--- src/rtl/dyn_branch_predictor.sv ---
// Direct-mapped BTB+BHT dynamic branch predictor with saturating counters, an init sequencer
// that clears the table after reset or flush, and saturating lookup/mispredict statistics.
module dyn_branch_predictor #(
  parameter int unsigned ENTRIES = 64,
  parameter int unsigned CNT_W   = 2,
  parameter int unsigned TAG_W   = 8,
  parameter int unsigned STAT_W  = 32
) (
  input  logic              clk,
  input  logic              rst,
  input  logic              flush,
  output logic              ready,
  input  logic              lk_valid,
  input  logic [31:0]       lk_pc,
  output logic              pred_taken,
  output logic [31:0]       pred_target,
  input  logic              upd_valid,
  input  logic [31:0]       upd_pc,
  input  logic              upd_taken,
  input  logic [31:0]       upd_target,
  input  logic              upd_mispred,
  output logic [STAT_W-1:0] stat_lookups,
  output logic [STAT_W-1:0] stat_mispred
);

  localparam int unsigned IDX_W = $clog2(ENTRIES);
  localparam logic [CNT_W-1:0] WeakTaken = CNT_W'(1) << (CNT_W - 1);

  typedef enum logic [0:0] {StInit, StRun} state_e;

  state_e             state_q, state_d;
  logic [IDX_W-1:0]   clr_idx_q, clr_idx_d;
  logic [STAT_W-1:0]  stat_lookups_q, stat_lookups_d;
  logic [STAT_W-1:0]  stat_mispred_q, stat_mispred_d;

  logic               valid_q [ENTRIES];
  logic [TAG_W-1:0]   tag_q   [ENTRIES];
  logic [CNT_W-1:0]   cnt_q   [ENTRIES];
  logic [29:0]        tgt_q   [ENTRIES];

  logic [IDX_W-1:0]   lk_idx, upd_idx;
  logic [TAG_W-1:0]   lk_tag, upd_tag;
  logic               lk_hit, upd_hit, upd_we;
  logic [CNT_W-1:0]   cnt_upd;
  logic               unused_bits;

  assign lk_idx  = lk_pc[IDX_W+1:2];
  assign lk_tag  = lk_pc[IDX_W+TAG_W+1:IDX_W+2];
  assign upd_idx = upd_pc[IDX_W+1:2];
  assign upd_tag = upd_pc[IDX_W+TAG_W+1:IDX_W+2];
  assign unused_bits = ^{lk_pc, upd_pc, upd_target[1:0]};

  assign ready        = (state_q == StRun);
  assign stat_lookups = stat_lookups_q;
  assign stat_mispred = stat_mispred_q;

  // Lookup reads pre-update contents; no bypass from the write port.
  always_comb begin
    lk_hit      = valid_q[lk_idx] && (tag_q[lk_idx] == lk_tag);
    pred_taken  = ready && lk_valid && lk_hit && cnt_q[lk_idx][CNT_W-1];
    pred_target = pred_taken ? {tgt_q[lk_idx], 2'b00} : 32'h0;
  end

  always_comb begin
    upd_hit = valid_q[upd_idx] && (tag_q[upd_idx] == upd_tag);
    upd_we  = ready && upd_valid && !rst && !flush;
    cnt_upd = cnt_q[upd_idx];
    if (!upd_hit) begin
      cnt_upd = WeakTaken;
    end else if (upd_taken) begin
      if (cnt_q[upd_idx] != '1) cnt_upd = cnt_q[upd_idx] + 1'b1;
    end else begin
      if (cnt_q[upd_idx] != '0) cnt_upd = cnt_q[upd_idx] - 1'b1;
    end
  end

  always_comb begin
    state_d        = state_q;
    clr_idx_d      = clr_idx_q;
    stat_lookups_d = stat_lookups_q;
    stat_mispred_d = stat_mispred_q;
    if (state_q == StInit) begin
      clr_idx_d = clr_idx_q + 1'b1;
      if (clr_idx_q == IDX_W'(ENTRIES - 1)) begin
        state_d   = StRun;
        clr_idx_d = '0;
      end
    end else begin
      if (lk_valid && stat_lookups_q != '1) stat_lookups_d = stat_lookups_q + 1'b1;
      if (upd_valid && upd_mispred && stat_mispred_q != '1) begin
        stat_mispred_d = stat_mispred_q + 1'b1;
      end
    end
    if (flush) begin
      state_d   = StInit;
      clr_idx_d = '0;
    end
  end

  always_ff @(posedge clk) begin
    if (rst) begin
      state_q        <= StInit;
      clr_idx_q      <= '0;
      stat_lookups_q <= '0;
      stat_mispred_q <= '0;
    end else begin
      state_q        <= state_d;
      clr_idx_q      <= clr_idx_d;
      stat_lookups_q <= stat_lookups_d;
      stat_mispred_q <= stat_mispred_d;
    end
  end

  // Miss+not-taken leaves the entry untouched; miss+taken overwrites whatever aliased there.
  always_ff @(posedge clk) begin
    if (state_q == StInit) begin
      valid_q[clr_idx_q] <= 1'b0;
    end else if (upd_we && (upd_hit || upd_taken)) begin
      valid_q[upd_idx] <= 1'b1;
      tag_q[upd_idx]   <= upd_tag;
      cnt_q[upd_idx]   <= cnt_upd;
      if (upd_taken) tgt_q[upd_idx] <= upd_target[31:2];
    end
  end

endmodule

--- config.mk ---
export PLATFORM = sky130hd
export DESIGN_NAME = dyn_branch_predictor
export DESIGN_NICKNAME = d
export VERILOG_FILES = /design/src/rtl/dyn_branch_predictor.sv
export SDC_FILE = /design/constraint.sdc
export NUM_CORES = 2
export LEC_CHECK = 0
export CAP_MARGIN = 10
export CORE_MARGIN = 4
export CORE_UTILIZATION = 35
export DETAILED_ROUTE_END_ITERATION = 16
export PLACE_DENSITY = 0.5
export SYNTH_ARGS = -nofsm -noshare
export SYNTH_HDL_FRONTEND = slang
export SYNTH_SLANG_ARGS = --single-unit
--- constraint.sdc ---
create_clock -name clk -period 6.7 [get_ports clk]
set_clock_uncertainty 0.15 [all_clocks]
set_input_delay 1.34 -clock clk [delete_from_list [all_inputs] [get_ports clk]]
set_output_delay 1.34 -clock clk [all_outputs]
set_load 0.05 [all_outputs]
==> impl_metrics.json <==
{
  "outcome": "complete, but fails checks",
  "violations": "negative setup slack",
  "fmax_mhz": 131,
  "ys_ff_latch": 2695,
  "slew_viol_final": 0,
  "synthFlopType": "edfxtp_1",
  "arrival_ns": 6.11,
  "ys_seq_area_share_pct": 73.3,
  "avgSynthCellArea_um2": 20.9,
  "hold_depth": 2,
  "placed_area_um2": 120000,
  "post-route-drc-count": 0,
  "reg2reg_slack_ns": 2.03,
  "initial_core_util_pct": 35.1,
  "tritoncts": "done",
  "rr_startpoint": "tag_q[19][4]",
  "cts_buffer_depth": 4,
  "ant_nets": 0,
  "wl_um": 349000,
  "grt_pass1_vias": 59300,
  "p_leak_nw": 41.4,
  "end_kind": "output pin",
  "area_growth_pct": 19.1,
  "yosysTopAreaCellShare_pct": 72.0,
  "cts-root-buf": "clkbuf_16",
  "grt_setup_unrepaired": "yes",
  "worst_hold_slack_ns": 0.356,
  "final_area_um2": 130000,
  "grt_max_degree": 127,
  "worstSetupStartpointType": "primary input",
  "setup_violations": 31,
  "stdcell_count": 10200,
  "yosysWarnings": 0,
  "worst-path-max-fanout": 10,
  "hold_end": "stat_lookups[10]",
  "synth_area_leader_cell": "edfxtp_1",
  "cts.clk_slew.worst_paths_ns": 0.05,
  "min_period_ns": 7.60,
  "ir_drop_v": 0.000190,
  "die_w_um": 567,
  "worst-slew-pin-transition_ns": 1.21,
  "placed_cells": 9663,
  "required_ns": 5.21,
  "synth_edf_count": 2624,
  "cts_buffers": 301,
  "grt_antenna_before_repair": 29,
  "dp_hpwl_um": 209000,
  "fin_total_pwr_w": 0.0364,
  "final_cell_mix": "edfxtp_1 (2,624), mux4_2 (839), buf_4 (374), clkbuf_16 (307), mux2i_1 (162)",
  "drive_above_1_share_pct": 32.5,
  "grt_pass1_wl_um": 482000,
  "synth_area_um2": 109000,
  "syn_inst": 5228,
  "via_per_inst": 5.75,
  "seq_area_um2": 80200,
  "htree_num_levels": 5,
  "die-area_um2": 322000,
  "power_density_nw_per_um2": 279,
  "dp_slack_ns": -1.29,
  "final.fill_count": 27300,
  "grt_usage_pct": 21.3,
  "multi_input_area_um2": 28300,
  "wl_per_cell_um": 34.1,
  "place_congestion": 0.923,
  "coreArea_um2": 312000,
  "post-route-period-util_pct": 114,
  "layout_setup_ws_ns": -0.905,
  "rr_worst_depth": 13,
  "clock_latency_ns": 0.90,
  "die_h_um": 567,
  "hold_path.startpoint": "stat_lookups[10]",
  "grt_overflow": 0,
  "ys_types": 79,
  "drv_cap": 0,
  "initialDrtViolationCount": 7473,
  "relSlewSlack_pct": 19.6,
  "io_pins": 201,
  "finalNetCount": 5968,
  "finalHoldViolCount": 0,
  "holdCritPathClass": "flop to flop",
  "ys_top_cells_by_area": "edfxtp_1 (72%), mux4_2 (17%), mux2i_1 (1.5%)",
  "clock-sinks": 2695,
  "io_buffers": 160,
  "rows": 205,
  "reg2reg_to": "tag_q[59][0]",
  "crit_type": "primary input to output pin",
  "final_common_cell": "edfxtp_1",
  "async_reset_ff_share_pct": 0,
  "num_vias": 58800,
  "dr.pass1.iters": 6
}
==> worst max path at each step <==
stage,startpoint,endpoint
floorplan,lk_pc[2],pred_target[2]
global placement,lk_pc[2],pred_target[30]
detailed placement,lk_pc[2],pred_target[30]
CTS,lk_pc[2],pred_target[31]
global route,lk_pc[2],pred_target[30]
finish,lk_pc[2],pred_target[30]
==> cells in the mapped netlist (all sizes together) (3+ instances only) <==
library cell / number
edfxtp: 2624
mux4: 839
nor2: 191
buf: 167
clkbuf: 162
mux2i: 162
nand3: 129
a22oi: 106
nand2: 104
a21oi: 71
dfxtp: 71
o21ai: 67
inv: 59
nor2b: 42
a221oi: 38
a211oi: 36
xor2: 36
nand4: 34
o22ai: 33
xnor2: 33
mux2: 26
and3: 24
nor3: 23
o211ai: 20
or3: 14
a22o: 13
nand2b: 10
nor3b: 10
and3b: 6
and4: 6
a31oi: 5
and2: 5
o22a: 5
or2: 5
nand3b: 4
o221ai: 4
a21boi: 3
ha: 3
nor4: 3
or4: 3
==> sequential cells by signal (all words and copies together) (netlist names) <==
name          count
tag_q           512
tgt_q          1920
ready             1
stat_lookups     32
cnt_q           128
clr_idx_q         6
valid_q          64
stat_mispred     32
==> per-stage QoR <==
step	TNS, ns	utilization (%)
finish	-25.49	41.8
global route	-24.48	41.8
CTS	-24.24	41.8
detailed placement	-28.58	38.6
global placement	-30.17	38.6
floorplan	-4.61	-
==> cell type report <==
class / count / area share, %
Sequential cell: 2695 / 61.6
Multi-Input combinational cell: 2146 / 21.7
Clock buffer: 376 / 6.14
Timing Repair Buffer: 659 / 5.36
Tap cell: 4140 / 3.97
Clock inverter: 151 / 1.06
Inverter: 59 / 0.172
Antenna cell: 7 / 0.0134
==> critical path, stage by stage <==
cell      delay (ns)
buf_16          0.14
buf_12          0.18
buf_12          0.16
mux4_2          0.50
mux4_2          0.59
mux4_2          0.53
xnor2_1         0.15
nand4_1         0.25
nor3_2          0.18
nand4_1         0.79
buf_12          0.44
buf_12          0.14
buf_16          0.15
a211oi_4        0.21
buf_6           0.15
buf_12          0.13
==> power breakdown <==
group	switching [W]	leakage [nW]	internal, W	total [W]
sequential	0.00000146	24.5	0.0185	0.0185
combinational	0.00118	12.3	0.000789	0.00197
clock	0.00675	4.58	0.00922	0.0160
total	0.00794	41.4	0.0285	0.0364
==> metal layers <==
layer | wire [µm] | global-route usage [%] | vias to the layer above | share of wire, %
li1 | - | - | 23400 | -
met1 | 145000 | 29.7 | 32200 | 41
met2 | 166000 | 34.1 | 2656 | 47
met3 | 27800 | 3.78 | 539 | 7.9
met4 | 11400 | 6.44 | 4 | 3.3
met5 | 34 | 0 | - | 0.0097
==> cells by family after synthesis <==
logic type,Yosys count,share of synthesized area [%]
and+or+nand+nor,615,2.78
buffers and inverters,388,1.58
other,1,0.00343
muxes,1027,19.0
xor gates and xnor gates,69,0.552
DFF,2695,73.3
AOI/OAI and AO/OA,428,2.70
adders and majority gates,5,0.0526
==> repair_timing <==
action | 4_1_cts | 5_1_grt
endpoints found under the hold margin | 0 | 0
setup endpoints to repair | 31 | 31
resized for setup | 80 | 9
hold buffers | 0 | 0
buffers inserted | 25 | 12
pin swaps | 8 | 11
No activity file was read; power rests on OpenSTA's default activity.
